--- src/rtl/traffic_analyzer_window_ctrl_if.sv ---
// traffic_analyzer_window_ctrl_if: CPU-side command and status bundle of the measurement-window sequencer
interface traffic_analyzer_window_ctrl_if #(
    parameter int C_DURATION_WIDTH = 32
);
    logic                        start;
    logic                        abort;
    logic                        immediate;
    logic [47:0]                 start_sec;
    logic [29:0]                 start_nsec;
    logic [C_DURATION_WIDTH-1:0] duration;
    logic                        busy;
    logic                        done;
    logic                        drain_timeout;
    logic                        aborted;
    logic [2:0]                  state;
    logic [C_DURATION_WIDTH-1:0] elapsed;

    modport master (
        output start, abort, immediate, start_sec, start_nsec, duration,
        input  busy, done, drain_timeout, aborted, state, elapsed
    );

    modport slave (
        input  start, abort, immediate, start_sec, start_nsec, duration,
        output busy, done, drain_timeout, aborted, state, elapsed
    );
endinterface

--- src/rtl/traffic_analyzer_window_ctrl.sv ---
// traffic_analyzer_window_ctrl: drives analyzer run/freeze_stats over a time-armed, gap-aligned measurement window
module traffic_analyzer_window_ctrl #(
    parameter int C_DURATION_WIDTH = 32,
    parameter int C_DRAIN_TIMEOUT  = 16384,
    parameter int C_TIMEOUT_WIDTH  = 15
) (
    input  logic                          clk,
    input  logic                          resetn,
    traffic_analyzer_window_ctrl_if.slave ctrl,
    input  logic [47:0]                   sec,
    input  logic [29:0]                   nsec,
    input  logic                          gmii_en,
    output logic                          run,
    output logic                          freeze_stats
);
    typedef enum logic [2:0] {
        S_IDLE      = 3'd0,
        S_WAIT_TIME = 3'd1,
        S_MEASURE   = 3'd2,
        S_DRAIN     = 3'd3,
        S_FROZEN    = 3'd4
    } state_t;

    localparam logic [C_TIMEOUT_WIDTH-1:0] DRAIN_LAST = C_TIMEOUT_WIDTH'(C_DRAIN_TIMEOUT - 1);

    state_t                      state_q, state_d;
    logic [47:0]                 start_sec_q;
    logic [29:0]                 start_nsec_q;
    logic [C_DURATION_WIDTH-1:0] duration_q, elapsed_q;
    logic [C_TIMEOUT_WIDTH-1:0]  drain_cnt_q;
    logic                        busy_q, done_q, aborted_q, drain_timeout_q;
    logic                        take_start, take_abort, timeout_hit, time_reached;
    logic                        run_d, freeze_d, busy_d;

    assign time_reached = {sec, nsec} >= {start_sec_q, start_nsec_q};
    assign take_abort   = ctrl.abort && state_q != S_IDLE;
    assign take_start   = ctrl.start && !ctrl.abort && (state_q == S_IDLE || state_q == S_FROZEN);
    assign timeout_hit  = state_q == S_DRAIN && gmii_en && drain_cnt_q == DRAIN_LAST;

    assign ctrl.busy          = busy_q;
    assign ctrl.done          = done_q;
    assign ctrl.aborted       = aborted_q;
    assign ctrl.drain_timeout = drain_timeout_q;
    assign ctrl.state         = state_q;
    assign ctrl.elapsed       = elapsed_q;

    // next state: abort beats start, start only from IDLE/FROZEN, then per-state progress
    always_comb begin
        state_d = state_q;
        if (take_abort)
            state_d = S_IDLE;
        else if (take_start)
            state_d = !ctrl.immediate ? S_WAIT_TIME : (ctrl.duration == '0 ? S_DRAIN : S_MEASURE);
        else
            case (state_q)
                S_WAIT_TIME: state_d = !time_reached ? S_WAIT_TIME : (duration_q == '0 ? S_DRAIN : S_MEASURE);
                S_MEASURE:   state_d = elapsed_q + C_DURATION_WIDTH'(1) == duration_q ? S_DRAIN : S_MEASURE;
                S_DRAIN:     state_d = (!gmii_en || drain_cnt_q == DRAIN_LAST) ? S_FROZEN : S_DRAIN;
                default:     state_d = state_q;
            endcase
    end

    // output decode of the upcoming state so registered outputs change with the state
    always_comb begin
        run_d    = state_d == S_MEASURE || state_d == S_DRAIN;
        freeze_d = state_d == S_FROZEN;
        busy_d   = state_d == S_WAIT_TIME || run_d;
    end

    // state, window parameters, counters and registered outputs
    always_ff @(posedge clk or negedge resetn) begin
        if (!resetn) begin
            state_q         <= S_IDLE;
            start_sec_q     <= '0;
            start_nsec_q    <= '0;
            duration_q      <= '0;
            elapsed_q       <= '0;
            drain_cnt_q     <= '0;
            run             <= 1'b0;
            freeze_stats    <= 1'b0;
            busy_q          <= 1'b0;
            done_q          <= 1'b0;
            aborted_q       <= 1'b0;
            drain_timeout_q <= 1'b0;
        end else begin
            state_q         <= state_d;
            run             <= run_d;
            freeze_stats    <= freeze_d;
            busy_q          <= busy_d;
            done_q          <= freeze_d;
            aborted_q       <= take_abort;
            drain_timeout_q <= (take_abort || take_start) ? 1'b0 : (timeout_hit ? 1'b1 : drain_timeout_q);
            elapsed_q       <= take_start ? '0 : (state_q == S_MEASURE && !take_abort) ? elapsed_q + C_DURATION_WIDTH'(1) : elapsed_q;
            drain_cnt_q     <= (state_q == S_DRAIN && gmii_en) ? drain_cnt_q + C_TIMEOUT_WIDTH'(1) : '0;
            start_sec_q     <= take_start ? ctrl.start_sec : start_sec_q;
            start_nsec_q    <= take_start ? ctrl.start_nsec : start_nsec_q;
            duration_q      <= take_start ? ctrl.duration : duration_q;
        end
    end
endmodule

--- src/flat_wrapper.sv ---
// flat-port wrapper written by rule: the top's interface ports become plain ports
module traffic_analyzer_window_ctrl_flat 
#(
    parameter int C_DURATION_WIDTH = 32,
    parameter int C_DRAIN_TIMEOUT  = 16384,
    parameter int C_TIMEOUT_WIDTH  = 15
)
  (clk, resetn, sec, nsec, gmii_en, run, freeze_stats, ctrl_start, ctrl_abort, ctrl_immediate, ctrl_start_sec, ctrl_start_nsec, ctrl_duration, ctrl_busy, ctrl_done, ctrl_drain_timeout, ctrl_aborted, ctrl_state, ctrl_elapsed);
  traffic_analyzer_window_ctrl_if #(.C_DURATION_WIDTH(C_DURATION_WIDTH)) ctrl_i ();
  input  logic clk;
  input  logic resetn;
  input  logic [47:0] sec;
  input  logic [29:0] nsec;
  input  logic gmii_en;
  output logic run;
  output logic freeze_stats;
  input wire logic [$bits(ctrl_i.start)-1:0] ctrl_start;
  input wire logic [$bits(ctrl_i.abort)-1:0] ctrl_abort;
  input wire logic [$bits(ctrl_i.immediate)-1:0] ctrl_immediate;
  input wire logic [$bits(ctrl_i.start_sec)-1:0] ctrl_start_sec;
  input wire logic [$bits(ctrl_i.start_nsec)-1:0] ctrl_start_nsec;
  input wire logic [$bits(ctrl_i.duration)-1:0] ctrl_duration;
  output wire logic [$bits(ctrl_i.busy)-1:0] ctrl_busy;
  output wire logic [$bits(ctrl_i.done)-1:0] ctrl_done;
  output wire logic [$bits(ctrl_i.drain_timeout)-1:0] ctrl_drain_timeout;
  output wire logic [$bits(ctrl_i.aborted)-1:0] ctrl_aborted;
  output wire logic [$bits(ctrl_i.state)-1:0] ctrl_state;
  output wire logic [$bits(ctrl_i.elapsed)-1:0] ctrl_elapsed;
  assign ctrl_i.start = ctrl_start;
  assign ctrl_i.abort = ctrl_abort;
  assign ctrl_i.immediate = ctrl_immediate;
  assign ctrl_i.start_sec = ctrl_start_sec;
  assign ctrl_i.start_nsec = ctrl_start_nsec;
  assign ctrl_i.duration = ctrl_duration;
  assign ctrl_busy = ctrl_i.busy;
  assign ctrl_done = ctrl_i.done;
  assign ctrl_drain_timeout = ctrl_i.drain_timeout;
  assign ctrl_aborted = ctrl_i.aborted;
  assign ctrl_state = ctrl_i.state;
  assign ctrl_elapsed = ctrl_i.elapsed;
  traffic_analyzer_window_ctrl #(.C_DURATION_WIDTH(C_DURATION_WIDTH), .C_DRAIN_TIMEOUT(C_DRAIN_TIMEOUT), .C_TIMEOUT_WIDTH(C_TIMEOUT_WIDTH)) u_core (.clk(clk), .resetn(resetn), .ctrl(ctrl_i), .sec(sec), .nsec(nsec), .gmii_en(gmii_en), .run(run), .freeze_stats(freeze_stats));
endmodule
--- config.mk ---
export PLATFORM = sky130hd
export DESIGN_NAME = traffic_analyzer_window_ctrl_flat
export DESIGN_NICKNAME = d
export VERILOG_FILES = /design/src/rtl/traffic_analyzer_window_ctrl_if.sv /design/src/rtl/traffic_analyzer_window_ctrl.sv /design/src/flat_wrapper.sv
export SDC_FILE = /design/constraint.sdc
export NUM_CORES = 1
export LEC_CHECK = 0
export CAP_MARGIN = 15
export CORE_ASPECT_RATIO = 2
export CORE_UTILIZATION = 35
export CTS_BUF_LIST = sky130_fd_sc_hd__clkbuf_8
export DETAILED_ROUTE_END_ITERATION = 8
export HOLD_SLACK_MARGIN = 0.12
export PLACE_DENSITY = 0.69
export RECOVER_POWER = 25
export SYNTH_ARGS = -nofsm -noshare
export SYNTH_HDL_FRONTEND = slang
export SYNTH_SLANG_ARGS = --single-unit
--- constraint.sdc ---
create_clock -name clk -period 4.2 [get_ports clk]
set_input_delay 0.42 -clock clk [delete_from_list [all_inputs] [get_ports clk]]
set_output_delay 0.42 -clock clk [all_outputs]
set_load 0.01 [all_outputs]
# Word-level counts from Yosys, hierarchy flattened
# Index checks and enable logic that the tools add are counted.
dict set report word_totals {
  register_bits 165
  inputBits 194
  out_inout_bits 41
  elab_cells 58
}
dict set report classes {
  addsub 2
  n_lt_le_gt_ge 1
  eq_ne 10
  mux 14
  n_reduce_logical 20
}
# op count
set op_table {}
lappend op_table {{$ge 78x78->1} 1}
lappend op_table {{$logic_not 32->1} 2}
lappend op_table {{$mux 32} 2}
lappend op_table {{$add 32x1->32 const B} 1}
lappend op_table {{$eq 32x32->1} 1}
lappend op_table {{$add 15x1->15 const B} 1}
lappend op_table {{$eq 15x14->1 const B} 1}
lappend op_table {{$mux 15} 1}
lappend op_table {{$mux 3} 5}
lappend op_table {{$eq 3x2->1 const B} 4}
lappend op_table {{$pmux 3 s3} 1}
lappend op_table {{$eq 3x1->1 const B} 2}
lappend op_table {{$eq 3x3->1 const B} 2}
lappend op_table {{$logic_and 1x1->1} 6}
lappend op_table {{$logic_or 1x1->1} 5}
lappend op_table {{$mux 1} 5}
lappend op_table {{$reduce_bool 2->1} 2}
lappend op_table {{$logic_not 1->1} 3}
lappend op_table {{$logic_not 3->1} 1}
lappend op_table {{$reduce_bool 3->1} 1}

# Depth between registers and ports, before layout
# Gate-level depths: netlist (run 1).
dict set report depth {
  ltp_word 9
  depth_mapped 10
  ltp_nobuf 10
}

# Least setup slack after synthesis (run 1)
# OpenSTA, ideal clock, no wires.
dict set report synth_path {
  kind {reg-to-reg}
  start {register u_core.elapsed_q[0] (netlist: u_core.ctrl.elapsed[0])}
  end {register u_core.state_q[0] (netlist: u_core.ctrl.state[0])}
  setup_ns 0.066
  arrival_time_ns 2.519
  required_ns 4.134
  path_slack_ns 1.615
  stages_incl_launch_ff 11
  n_path_buf 1
  synth_period_minus_slack_ns 2.585
  path_cell_list {dfrtp_1 > ha_1 > nand4_4 > buf_6 > nor4_1 > xnor2_1 > o311ai_0 > a2111oi_0 > nand3b_1 > a2111oi_2 > a31o_1}
}
dict set report synth_via {
  elab_chain_cells 6
}
# element line
set synth_rtl {}
lappend synth_rtl {{from (decl)} traffic_analyzer_window_ctrl.sv:29} ;# logic [C_DURATION_WIDTH-1:0] duration_q, elapsed_q;
lappend synth_rtl {{from (signal assigned)} traffic_analyzer_window_ctrl.sv:93} ;# elapsed_q <= take_start ? '0 : (state_q == S_MEASURE && !take_abort) ? elapsed_q + C_DURATION_WIDTH'(1) : elap ...
lappend synth_rtl {{$add 32x1->32} traffic_analyzer_window_ctrl.sv:57} ;# S_MEASURE: state_d = elapsed_q + C_DURATION_WIDTH'(1) == duration_q ? S_DRAIN : S_MEASURE;
lappend synth_rtl {{$eq 32x32->1} traffic_analyzer_window_ctrl.sv:57}
lappend synth_rtl {{$mux 1} traffic_analyzer_window_ctrl.sv:57}
lappend synth_rtl {{$pmux 3 s3} traffic_analyzer_window_ctrl.sv:55} ;# case (state_q)
lappend synth_rtl {{$mux 3} traffic_analyzer_window_ctrl.sv:52} ;# else if (take_start)
lappend synth_rtl {{$mux 3} traffic_analyzer_window_ctrl.sv:50} ;# if (take_abort)
lappend synth_rtl {{named net u_core.state_d[0]} traffic_analyzer_window_ctrl.sv:26} ;# state_t state_q, state_d;
lappend synth_rtl {{to (signal assigned)} traffic_analyzer_window_ctrl.sv:86} ;# state_q <= state_d;
lappend synth_rtl {{to (decl)} traffic_analyzer_window_ctrl.sv:26}
# The timed path passes the listed nets, and every way through them passes these cells.
# A chain may end at the register's enable or synchronous reset.

# Final worst setup path (run 1)
dict set report layout_path {
  start {register u_core.elapsed_q[2] (netlist: u_core.ctrl.elapsed[2])}
  end {register u_core.state_q[0] (netlist: u_core.ctrl.state[0])}
}
# The elaborated chain is that of the path after synthesis.

==> impl_results.md, run 1 <==
* Internal Power at 4.016 mW
* Crit path from: u_core.ctrl.elapsed[2]$_DFFE_PN0P_
* Status: finished with violations
* Hold WC Path Type: input pin to async pin
* XOR/XNOR Fraction of Synth Area at 0.05602
* Sw power at 2.415 mW
* Largest net degree at the start of global routing at 191
* Most frequent cells in the layout: 233 x clkdlybuf4s50_1, 229 x nand2_1, 165 x dfrtp_1
* Critical path endpoint: u_core.ctrl.state[0]$_DFF_PN0_
* Worst R2R End: u_core.ctrl.state[0]$_DFF_PN0_
* PD cells at 497.3 nW/µm²
* Gr ovfl total at 0
* Ys flop type: dfrtp_1
* Clk_skew at 14.52 ps
* Routed len/inst at 17.67 µm
* Post-Synth Simple-Gate Area at 0.2164
* Skew-Pair Late Insertion Delay at 500 ps
* Sequential share of the synthesized area at 0.4220
* Routed wire length at 30.21 mm
* Number of gates resized after CTS at 0
* Initial antenna violation count at 7
* Largest family of logic cells by synthesized area: simple AND/OR/NAND/NOR gates
* #FFs+latches synth at 165
* H-Tree Depth at 4
* Routability Congestion at 0.8917
* Critical Path Fanout Max at 9
* Placed cell areas at 12440 µm²
* Number of global-route vias before repair at 8986
* Synth Area in Compound Gates at 0.1429
* Reg2reg start: u_core.ctrl.elapsed[2]$_DFFE_PN0P_
* Static leakage at 5.665 nW
* RSZ-0062 raised after global routing: false
* Multi-input combinational cell area at 5122 µm²
* Clock power share at 0.219
* Max-cap violations at 1
* Mean post-synth cell area at 8.681 µm²
* Post-layout power at 6.431 mW
* Setup violations, final at 0
* Worst-path clk slew at 90 ps
* Design area at 12930 µm²
* Synth warnings at 0
* Failing checks: max-capacitance violations, max-slew violations
* # fillers at 2698
* Most common cell after layout, fill and taps aside: clkdlybuf4s50_1
* Buffers on Ports at 234
* Initial DRC count at 552
* ANT nets after route at 0
* Crit Path Category: flip-flop to flip-flop
* Gate Count Post-Synth at 1127
* Tcrit/Tclk final at 0.7202
* Syn Nets at 1401
* CP endpoint kind: flip-flop
* Post-synthesis mux area share at 0.005244
* Global Route Usage Sum at 0.2161
* Final hold violations at 0
* Hpwl dp at 23.83 mm
* Setup TNS at 0 ps
* I/O pin count at 235
* Crit path arrival time at 3460 ps
* Root buffer cell: clkbuf_8
* Via/cell ratio at 5.212
* Post-synthesis cell area at 9783 µm²
* CTS tree: built
* Die Span X at 120.2 µm
* FF-to-FF setup slack at 1180 ps
* Pre-antenna DRT Iters at 5
* Layout area overhead at 32.19%
* Max IR drop VDD at 0.2875 mV
* Worst path required time at 4640 ps
* DIE HEIGHT at 238.4 µm
* Post-synth ARST share at 1.000
* Post-synth EDFFs at 0
* Initial Util at 0.3552
* Clock Tree Buf Depth at 2
* Setup bufs post-CTS at 0
* DRC at 0
* CORE AREA at 27550 µm²
* Post-Synth Adder-Cell Area at 0.1023
* Comb power frac at 0.397
* Sequential cell area at 4129 µm²
* Cell Rows at 86
* Clock sinks at 165
* Via Count at 8913
* Distinct cell type count after synthesis at 67
* Worst reg2reg path depth at 8
* Startpoint Class: flip-flop
* Total Die Area at 28670 µm²
* Final min period at 3025 ps
* Max-slew violation count at 83
* Max Freq at 330.6 MHz
* Num CTS Buffers at 17
* Sequential fraction of design power at 0.384
* Sw frac at 0.3756
* First-pass GRT wire length at 46.55 mm
* Nets at 1613
* Worst rel slew slack at -0.3794
* Share of cells above drive strength 1 at 0.04290
* Actual slew at the worst max-slew pin at 2069 ps
## state kept, by name, indices dropped and copies added, names as in the netlist
signal and flops:
u_core.start_nsec_q 30, u_core.drain_cnt_q 15, u_core.duration_q 32, u_core.ctrl.drain_timeout 1
u_core.ctrl.elapsed 32, u_core.ctrl.busy 1, u_core.run 1, u_core.ctrl.aborted 1
u_core.ctrl.state 3, u_core.freeze_stats 1, u_core.start_sec_q 48
## synthesized netlist by cell type (4+ instances only)
cell      instances  area [µm²]
a21o_1            5       37.54
a21oi_1          47       235.2
a31oi_1           4       25.02
and2_1            4       25.02
and3_1           15       93.84
and4_1            6       52.55
buf_2             5       25.02
clkbuf_1         39       146.4
dfrtp_1         165        4129
ha_1             80        1001
inv_1            88       330.3
mux2i_1           4       40.04
nand2_1         229       859.6
nand2b_1          5       31.28
nand3_1          28       140.1
nand4_1          29       181.4
nor2_1           58       217.7
nor3_1            9       45.04
nor4_1           24       150.1
o21ai_0         136       680.7
o31ai_1          12       90.09
xnor2_1          37       324.1
xor2_1           23       201.4
## how the worst min path moves through the flow
stage | start | endpoint | slack (ps) | cells past startpoint
3_5_place_dp | resetn | u_core.ctrl.elapsed[7]$_DFFE_PN0P_ | 430 | 1
2_1_floorplan | resetn | u_core.ctrl.aborted$_DFF_PN0_ | 120 | 0
4_1_cts | ctrl_start_nsec[0] | u_core.start_nsec_q[0]$_DFFE_PN0P_ | 430 | 3
3_3_place_gp | resetn | u_core.ctrl.elapsed[7]$_DFFE_PN0P_ | 420 | 1
6_report | resetn | u_core.ctrl.elapsed[4]$_DFFE_PN0P_ | 430 | 2
5_1_grt | ctrl_start_nsec[0] | u_core.start_nsec_q[0]$_DFFE_PN0P_ | 450 | 3
## through the flow
stage | setup slack, ps | std cells | utilization | hold slack, ps
after global routing | 877.9 | 1708 | 0.4693 | 446.0
after CTS | 1211 | 1704 | 0.4695 | 425.3
after floorplan | 1615 | 1127 | - | 124.4
after global placement | 836.5 | 1671 | 0.4517 | 420.7
final | 1175 | 1710 | 0.4695 | 431.2
after detailed placement | 764.0 | 1671 | 0.4517 | 427.7
## final cells by class
class | instances | area share
Multi-Input combinational cell | 825 | 0.3961
Sequential cell | 165 | 0.3193
Timing Repair Buffer | 242 | 0.1868
Tap cell | 352 | 0.03406
Inverter | 88 | 0.02554
Clock buffer | 18 | 0.01916
Clock inverter | 14 | 0.01790
Antenna cell | 6 | 0.001161
## power groups by stage
stage	sequential, mW	clock, mW	combinational (mW)
after detailed placement	2.50	0	2.58
after CTS	2.47	1.45	2.60
final	2.47	1.41	2.55
after floorplan	2.40	0	1.69
after global placement	2.48	0	2.50
after global routing	2.53	1.50	2.89
## routing by layer
layer	wire length [µm]	GRT usage	vias up
li1	-	-	4319
met1	9967	0.1977	4237
met2	17230	0.4181	263
met3	1159	0.04207	88
met4	1813	0.1448	6
met5	40	0	-
## cell families after synthesis
kind of cell | after synthesis
AO/OA/AOI/OAI | 241
XOR/XNOR | 61
adder cells (fa/ha/maj) | 80
buffers and inverters | 137
flip-flops | 165
multiplexers | 5
AND/OR/NAND/NOR | 438
## critical path: stages, from the launching register on
cell       delay [ps]
dfrtp_1           560
nand3_1           390
nor4_4            520
nand2_1           190
xnor2_1           150
a2111oi_0         500
nand3b_1          210
a2111oi_2         250
a31o_1            190
## repair_timing
action	4_1_cts	5_1_grt
endpoints found under the hold margin	52	0
hold buffers	1	0
setup endpoints to repair	0	0
Power figures use the tool's default switching activity.
==> run 2: changes to the inputs <==
--- a/config.mk
+++ b/config.mk
@@ -11,7 +11,7 @@
 export CTS_BUF_LIST = sky130_fd_sc_hd__clkbuf_8
 export DETAILED_ROUTE_END_ITERATION = 8
 export HOLD_SLACK_MARGIN = 0.12
-export PLACE_DENSITY = 0.69
+export PLACE_DENSITY = 0.71
 export RECOVER_POWER = 25
 export SYNTH_ARGS = -nofsm -noshare
 export SYNTH_HDL_FRONTEND = slang
==> constraint.sdc (replaced) <==
create_clock -name clk -period 2.7 [get_ports clk]
set_input_delay 0.27 -clock clk [delete_from_list [all_inputs] [get_ports clk]]
set_output_delay 0.27 -clock clk [all_outputs]
set_load 0.01 [all_outputs]
==> run 2 against run 1 <==
The flow still finishes with violations (max-capacitance violations, max-slew violations). Die area is the same. Core utilization grew 2.6 points. Clock skew is essentially flat. Sequential share of layout area shrank 1.7 points. Hold slack lost 140 ps.
==> impl_results.md, run 2 (synthesized netlist as in run 1, its figures left out) <==
* Final min period at 2598 ps
* CP cell instances: and4_1 -> nand3_1 -> nor4_4 -> buf_4 -> nand3_1 -> mux2_2 -> mux2i_1 -> o22ai_1 -> a31o_1
* First-pass GRT wire length at 49.09 mm
* Max reg flops at 48
* Hold path start: ctrl_start_nsec[0]
* Root buffer cell: clkbuf_8
* Share of cells above drive strength 1 at 0.1073
* DRC at 0
* Initial antenna violation count at 10
* Routed wire length at 32.10 mm
* Routed len/inst at 17.97 µm
* Final WS setup at 102.1 ps
* Routability Congestion at 0.9049
* Cell Rows at 86
* Crit Path Category: flip-flop to flip-flop
* Buf/Inv on CP at 1
* Startpoint Class: flip-flop
* Initial DRC count at 476
* Status: finished with violations
* Place WS at -547.0 ps
* Worst-path clk slew at 100 ps
* Crit path from: u_core.ctrl.elapsed[8]$_DFFE_PN0P_
* Tcrit/Tclk final at 0.9622
* Most common cell after layout, fill and taps aside: clkdlybuf4s50_1
* Number of global-route vias before repair at 9441
* CP top delay family: simple AND/OR/NAND/NOR gates
* Sequential cell area at 4129 µm²
* Actual slew at the worst max-slew pin at 1652 ps
* Skew-Pair Late Insertion Delay at 510 ps
* Multi-input combinational cell area at 5283 µm²
* CORE AREA at 27550 µm²
* Critical Path Fanout Max at 4
* PD cells at 752.4 nW/µm²
* ANT nets after route at 0
* Hpwl dp at 25.29 mm
* Dpl cells at 1743
* Most frequent cells in the layout: 233 x clkdlybuf4s50_1, 229 x nand2_1, 165 x dfrtp_1
* Clk_skew at 14.99 ps
* # fillers at 2630
* CTS tree: built
* Largest net degree at the start of global routing at 107
* Nets at 1688
* Clock Tree Buf Depth at 2
* Max-slew violation count at 63
* CP endpoint kind: flip-flop
* Pre-antenna DRT Iters at 5
* H-Tree Depth at 4
* Reg2reg start: u_core.ctrl.elapsed[8]$_DFFE_PN0P_
* Max-cap violations at 1
* Min Hold Slack at 294.4 ps
* Crit path arrival time at 3010 ps
* Buffers on Ports at 234
* Final hold violations at 0
* Initial Util at 0.3552
* Worst rel slew slack at -0.1014
* I/O pin count at 235
* Post-layout power at 10.26 mW
* Worst path required time at 3110 ps
* Die Span X at 120.2 µm
* Setup violations, final at 0
* Max Freq at 384.9 MHz
* Final core occ at 0.4952
* Largest Register: u_core.start_sec_q
* DIE HEIGHT at 238.4 µm
* Via Count at 9350
* Clock sinks at 165
* Global Route Usage Sum at 0.2286
* Cell depth of the worst setup path at 9
* Crit path max-delay cell type: dfrtp_1
* Layout area overhead at 39.43%
* CP dominant cell by count: nand3_1
* Gr ovfl total at 0
* FF-to-FF setup slack at 100 ps
* Total Die Area at 28670 µm²
* Max IR drop VDD at 0.3963 mV
* Via/cell ratio at 5.235
* Critical path endpoint: u_core.ctrl.state[0]$_DFF_PN0_
* Worst R2R End: u_core.ctrl.state[0]$_DFF_PN0_
* Num CTS Buffers at 17
* Non-filler cells, final at 1786
* Failing checks: max-capacitance violations, max-slew violations
* Worst reg2reg path depth at 9
* Static leakage at 6.037 nW
* Hold WC Path Type: input pin to flip-flop
* Slowest cell delay on critical path at 450 ps
-- run 2: cell types whose count changed in the layout (fill, tap and decap cells not counted), moves of 3 or more --
cell / previous run / this run
buf_4: 5 / 79
clkinv_4: 1 / 4
ha_1: 80 / 73
ha_4: 0 / 6
inv_1: 90 / 86
inv_2: 0 / 3
nor4_1: 24 / 19
nor4_2: 2 / 6
-- run 2: worst min-delay path: cells and delay by family --
kind / cells / cell delay [ps]
buffers and inverters: 1 / 400
AND/OR/NAND/NOR: 2 / 100
-- run 2: what timing repair did --
item                                    CTS  global route
pin swaps                                 0            10
hold endpoints to repair                 58             0
endpoints found under the setup margin    4             5
setup buffers                             0             3
gates resized for setup                   3            24
hold buffers                              1             0
-- run 2: per-stage QoR --
| stage | cell area [µm²] | setup TNS (ps) |
|---|---|---|
| after floorplan | 9783 | 0 |
| final | 13640 | 0 |
| after CTS | 13470 | 0 |
| after detailed placement | 12990 | -2132 |
| after global routing | 13640 | -189.4 |
| after global placement | 12990 | -1961 |
-- run 2: final cells by class --
| class | instances | area share |
|---|---|---|
| clock buffers | 20 | 0.02018 |
| inverters | 88 | 0.02422 |
| flip-flops and latches | 165 | 0.3027 |
| clock inverters | 11 | 0.01284 |
| well taps | 352 | 0.03229 |
| repair buffers | 317 | 0.2190 |
| diodes | 8 | 0.001468 |
| multi-input cells | 825 | 0.3873 |
-- run 2: worst min-delay path by stage --
stage	slack, ps	endpoint	depth (start not counted)
floorplan	-30	u_core.ctrl.aborted$_DFF_PN0_	0
global placement	310	u_core.ctrl.elapsed[6]$_DFFE_PN0P_	1
detailed placement	310	u_core.ctrl.elapsed[6]$_DFFE_PN0P_	1
CTS	250	u_core.start_nsec_q[0]$_DFFE_PN0P_	3
global route	280	u_core.start_nsec_q[0]$_DFFE_PN0P_	3
finish	290	u_core.start_nsec_q[0]$_DFFE_PN0P_	3
-- run 2: power breakdown --
group,switching (mW),internal (mW)
clock,1.00,1.08
combinational,2.40,1.94
sequential,0.520,3.32
-- run 2: routing by layer --
layer	global-route usage	routed length, µm	vias to the layer above
met4	0.1856	2458	4
met2	0.4272	17720	319
met5	0	24	-
li1	-	-	4465
met1	0.2136	10600	4451
met3	0.03776	1289	111
